### config.mk
export PLATFORM = sky130hd
export DESIGN_NAME = alu_ctr
export DESIGN_NICKNAME = d
export VERILOG_FILES = /design/src/rtl/alu_ctr.sv
export SDC_FILE = /design/constraint.sdc
export NUM_CORES = 1
export LEC_CHECK = 0
export ABC_AREA = 1
export CORE_AREA = 4 4 41 43
export CTS_CLUSTER_DIAMETER = 100
export DETAILED_ROUTE_END_ITERATION = 12
export DIE_AREA = 0 0 45 47
export GPL_TIMING_DRIVEN = 0
export SYNTH_ARGS = -nofsm -noshare
export SYNTH_HDL_FRONTEND = slang
export SYNTH_SLANG_ARGS = --single-unit
### constraint.sdc
create_clock -name clk -period 0.9 [get_ports clk]
set_input_delay 0.18 -clock clk [delete_from_list [all_inputs] [get_ports clk]]
set_output_delay 0.18 -clock clk [all_outputs]
set_load 0.1 [all_outputs]
### src/rtl/alu_ctr.sv
// -----------------------------------------------------------------------------
// alu_ctr
//
// ALU control decoder for the MIPS datapath. Combines the 2-bit operation
// class from the main control unit with the R-type funct field and produces
// the 3-bit ALU operation select. The result is registered, so it appears one
// cycle after the inputs and lines up with the EX stage register boundary.
// Unsupported R-type funct codes decode to ADD and raise the illegal flag.
//
// Ports:
//   clk      in   1  system clock, rising-edge active
//   reset    in   1  synchronous, active-high reset (ALUoper=ADD, illegal=0)
//   ALUop    in   2  operation class: 00 ADD, 01 SUB, 11 OR, 10 R-type
//   Func     in   6  instruction[5:0] funct field (used only when ALUop=10)
//   ALUoper  out  3  registered ALU operation select
//   illegal  out  1  registered flag: R-type with unsupported funct
// -----------------------------------------------------------------------------
module alu_ctr (
    input  logic       clk,
    input  logic       reset,
    input  logic [1:0] ALUop,
    input  logic [5:0] Func,
    output logic [2:0] ALUoper,
    output logic       illegal
);

    // ALU operation encodings (101 is never produced)
    localparam logic [2:0] OP_AND = 3'b000;
    localparam logic [2:0] OP_OR  = 3'b001;
    localparam logic [2:0] OP_ADD = 3'b010;
    localparam logic [2:0] OP_XOR = 3'b011;
    localparam logic [2:0] OP_NOR = 3'b100;
    localparam logic [2:0] OP_SUB = 3'b110;
    localparam logic [2:0] OP_SLT = 3'b111;

    // R-type funct decode: {illegal, ALUoper}. Unsigned variants (addu, subu,
    // sltu) share the ALU operation of their signed counterparts.
    function automatic logic [3:0] decode_funct(input logic [5:0] f);
        logic [3:0] r;
        case (f)
            6'b100000: r = {1'b0, OP_ADD};
            6'b100001: r = {1'b0, OP_ADD};
            6'b100010: r = {1'b0, OP_SUB};
            6'b100011: r = {1'b0, OP_SUB};
            6'b100100: r = {1'b0, OP_AND};
            6'b100101: r = {1'b0, OP_OR};
            6'b100110: r = {1'b0, OP_XOR};
            6'b100111: r = {1'b0, OP_NOR};
            6'b101010: r = {1'b0, OP_SLT};
            6'b101011: r = {1'b0, OP_SLT};
            default:   r = {1'b1, OP_ADD};
        endcase
        return r;
    endfunction

    // Full decode: only the R-type class looks at Func.
    function automatic logic [3:0] decode_aluop(input logic [1:0] op,
                                                input logic [5:0] f);
        logic [3:0] r;
        case (op)
            2'b00:   r = {1'b0, OP_ADD};
            2'b01:   r = {1'b0, OP_SUB};
            2'b11:   r = {1'b0, OP_OR};
            default: r = decode_funct(f);
        endcase
        return r;
    endfunction

    // ---- stage p0: combinational decode of the current inputs ----
    logic [2:0] aluoper_p0;
    logic       illegal_p0;

    always_comb begin
        {illegal_p0, aluoper_p0} = decode_aluop(ALUop, Func);
    end

    // ---- stage p1: registered outputs, reset forces ADD / not illegal ----
    always_ff @(posedge clk) begin
        if (reset) begin
            ALUoper <= OP_ADD;
            illegal <= 1'b0;
        end else begin
            ALUoper <= aluoper_p0;
            illegal <= illegal_p0;
        end
    end

endmodule

# After elaboration in Yosys (flattened, before gate mapping)
# Index checks and enable logic that the tools add are counted.
# totals
mem_bits_ro,0
input_bits,10
register_bits,4
n_memories,0
latchBits,0
out_inout_bits,4
word_cells,20
ramBits,0
# op_classes
shifts,0
mux,2
n_addsub,0
mul,0
order_cmp,0
div_mod_pow,0
bitwise_logic,0
n_reduce_logical,4
eq_ne,12
# ops
op,n
6-bit equality test (second input constant),10
4-bit one-hot mux with 7 select lines,1
4-bit one-hot mux with 3 select lines,1
2-bit OR reduction,3
2-bit by 1-bit equality test with 1-bit output (second input constant),1
2-bit equality test (second input constant),1
2-bit zero test,1

# Longest topological paths before layout
# logic_depth
word_depth,4
depth_mapped,7
depth_no_buf,7

# Least setup slack after synthesis
# No wires, ideal clock.
# synth_timing
path_kind,register to output
startpoint,reg ALUoper[0]
endpoint,out ALUoper[0]
required_time_ns,0.720
path_buffers,0
path_stages_with_launch,1
setup_slack_ns,-0.189
arrival_time_ns,0.909
cell_sequence,dfxtp_1
# synth_lines
element,line_no,source
from (decl),23,"output logic [2:0] ALUoper,"
from (signal assigned),83,ALUoper <= aluoper_p0;
# No word-level cell between the ends.

# Worst setup path in the final report
# layout_timing
startpoint,reg illegal
endpoint,out illegal
# layout_lines
element,line_no,source
from (decl),24,output logic illegal
from (signal assigned),84,illegal <= illegal_p0;
# No word-level cell between the ends.

==> flow_metrics.py <==
metrics = {
    "outcome": {
        "status": "finished, violations left",
        "violations": "setup timing",
    },
    "grt": {
        "antenna_found_initial": 0,
        "grt_usage": 0.06872,
        "grt_start_max_net_pins": 8,
        "grt_pass1_wl_mm": 1.007,
        "overflow": 0,
        "grt_pass1_vias": 260,
    },
    "critical_path": {
        "cp_data_required_time_ns": 0.72,
        "critical_path_arrival_ns": 0.76,
        "worstPathMaxFanout": 1,
        "worstSetupEndpointType": "output pin",
        "cp-start-kind": "flop",
        "crit_start": "illegal$_SDFF_PP0_",
        "path_cells": "buf_12",
        "cpPeakStageDelay_ns": 0.34,
        "cp_num_buf_inv": 1,
        "path_delay_family": "flip-flops",
        "crit_type": "flop to output pin",
        "cp_slowest_cell": "dfxtp_2",
    },
    "timing": {
        "slew_headroom": 0.8529,
        "worst_pin_slew_ns": 0.2206,
        "slew_viol_final": 0,
        "rsz0062_at_grt": "true",
        "min_period_over_period": 1.040,
        "timing.fmax_mhz": 1069,
        "fin_tns_setup_ns": -0.1040,
        "setup_viol": 4,
        "whs_ns": 0.2839,
        "hold_violations": 0,
        "min_period_ns": 0.9357,
        "setup_slack_ns": -0.03567,
    },
    "detailed_routing": {
        "wl_per_cell_um": 9.667,
        "drt_iter0_markers": 4,
        "finalWirelength_um": 667,
        "dr.pass1.iters": 2,
        "via_per_inst": 4.188,
        "drcViolationCount": 0,
        "ant_nets": 0,
        "vias": 289,
    },
    "synthesis": {
        "postSynthCellCount": 38,
        "synthTopCellsByCount": "8 x nand2_1, 8 x nor2_1, 7 x inv_1",
        "yosysTopAreaCellShare": 0.3351,
        "yosysUniqueCellTypes": 13,
        "synth_nets": 48,
        "ys_seq_elements": 4,
        "avgSynthCellArea_um2": 6.289,
        "synth_top_cell_by_area": "dfxtp_1",
        "synthTopCellsByArea": "dfxtp_1 34%, nand2_1 13%, nor2_1 13%",
        "synth_edf_count": 0,
        "synth-async-reset-ratio": 0,
        "yosys_warnings": 0,
        "synth-main-ff-cell": "dfxtp_1",
        "syn_area_um2": 239.0,
        "yosysSeqAreaShare": 0.3351,
    },
    "pwr": {
        "combPwrFrac": 0.296,
        "seqPwrFrac": 0.316,
        "pwr_density_cell_mw_per_mm2": 1314,
        "ir_worst_vdd_v": 0.0005643,
        "p_total_mw": 0.6150,
        "p_switching_mw": 0.2038,
        "power.share.clock": 0.388,
        "swShare": 0.3315,
        "p_int_mw": 0.4111,
        "p_leak_nw": 0.2177,
    },
    "final_layout": {
        "drive_above_1_share": 0.3519,
        "stdcell_count": 69,
        "utilization": 0.3596,
        "nets": 66,
        "design_area_um2": 467.9,
        "num_antenna_cells": 0,
        "syn2layout_area_growth_pct": 95.81,
    },
    "placement": {
        "dp.cells": 66,
        "hpwl_um": 544.4,
        "finalWeightedCongestion": 0.7061,
        "place_area_um2": 392.9,
        "post-place-ws_ns": -0.7058,
        "io_buffers": 13,
    },
    "die": {
        "num_rows": 13,
        "start_util": 0.1837,
        "die_y_um": 47,
        "dieArea_mm2": 0.002115,
        "coreArea_mm2": 0.001301,
        "fp.dieW_um": 45,
        "pin_count": 14,
    },
    "hold_path": {
        "min_from": "ALUop[0]",
        "hp-class": "input pin to flop",
    },
    "flow_run": {
        "maxCapViolCount": 0,
    },
    "cts": {
        "cts.sinks": 4,
        "cts_tree": "done",
        "cts_buffers": 3,
        "root_buffer": "clkbuf_4",
        "clk_pin_slew_ns": 0.04,
        "htreeDepth": 1,
        "cts_buffer_depth": 2,
    },
}
path summary, 6_finish.rpt:
path / depth (start not counted) / end / slack (ns)
max: 1 / illegal / -0.04
min: 3 / ALUoper[2]$_SDFF_PP0_ / 0.28
state kept, by name, indices dropped and copies added (netlist names):
register / flops
ALUoper: 3
illegal: 1
power by group through the flow:
stage | Clock (mW) | Combinational, mW | Sequential, mW
after floorplan | 0 | 0.0378 | 0.250
after global placement | 0 | 0.163 | 0.192
after detailed placement | 0 | 0.165 | 0.192
after CTS | 0.242 | 0.182 | 0.194
after global routing | 0.257 | 0.194 | 0.195
final | 0.239 | 0.182 | 0.194
logic make-up after synthesis:
group                  count (synthesis)  synth area share
AND/OR/NAND/NOR                       21            0.4032
buffers and inverters                  7            0.1100
AO/OA/AOI/OAI                          6            0.1518
flip-flops                             4            0.3351
cell type report:
class	instances	area (µm²)
Fill cell	143	833.3
Timing Repair Buffer	13	166.4
Multi-Input combinational cell	27	148.9
Sequential cell	4	85.08
Inverter	7	26.28
Clock buffer	3	22.52
Tap cell	15	18.77
placed cells by master (no fill, tap or decap):
| master | n |
|---|---|
| nand2_1 | 8 |
| nor2_1 | 6 |
| dlygate4sd2_1 | 5 |
| dfxtp_2 | 4 |
| inv_1 | 4 |
| buf_12 | 4 |
| inv_2 | 3 |
| clkbuf_4 | 3 |
| nor2_2 | 2 |
| nand3_1 | 2 |
| o21ai_1 | 2 |
| clkdlybuf4s50_1 | 2 |
| nor3_4 | 1 |
| nand3_2 | 1 |
| a21oi_1 | 1 |
| nor2_4 | 1 |
| o21ai_0 | 1 |
| o2111ai_1 | 1 |
| a21boi_1 | 1 |
| dlymetal6s2s_1 | 1 |
| clkdlybuf4s15_1 | 1 |
per-layer routing:
metal,vias to the layer above,track usage,routed length (µm)
met5,-,0,0
met2,8,0.1243,351
met1,125,0.07045,263
li1,154,-,-
met4,0,0.05263,14
met3,2,0.01149,37
repair_timing:
action / CTS / global route
pin swaps: 8 / 2
buffers inserted: 0 / 0
gates cloned: 0 / 0
setup endpoints to repair: 8 / 6
hold buffers: 0 / 0
endpoints found under the hold margin: 0 / 0
resized for setup: 49 / 3
(Power assumes the default switching activity.)
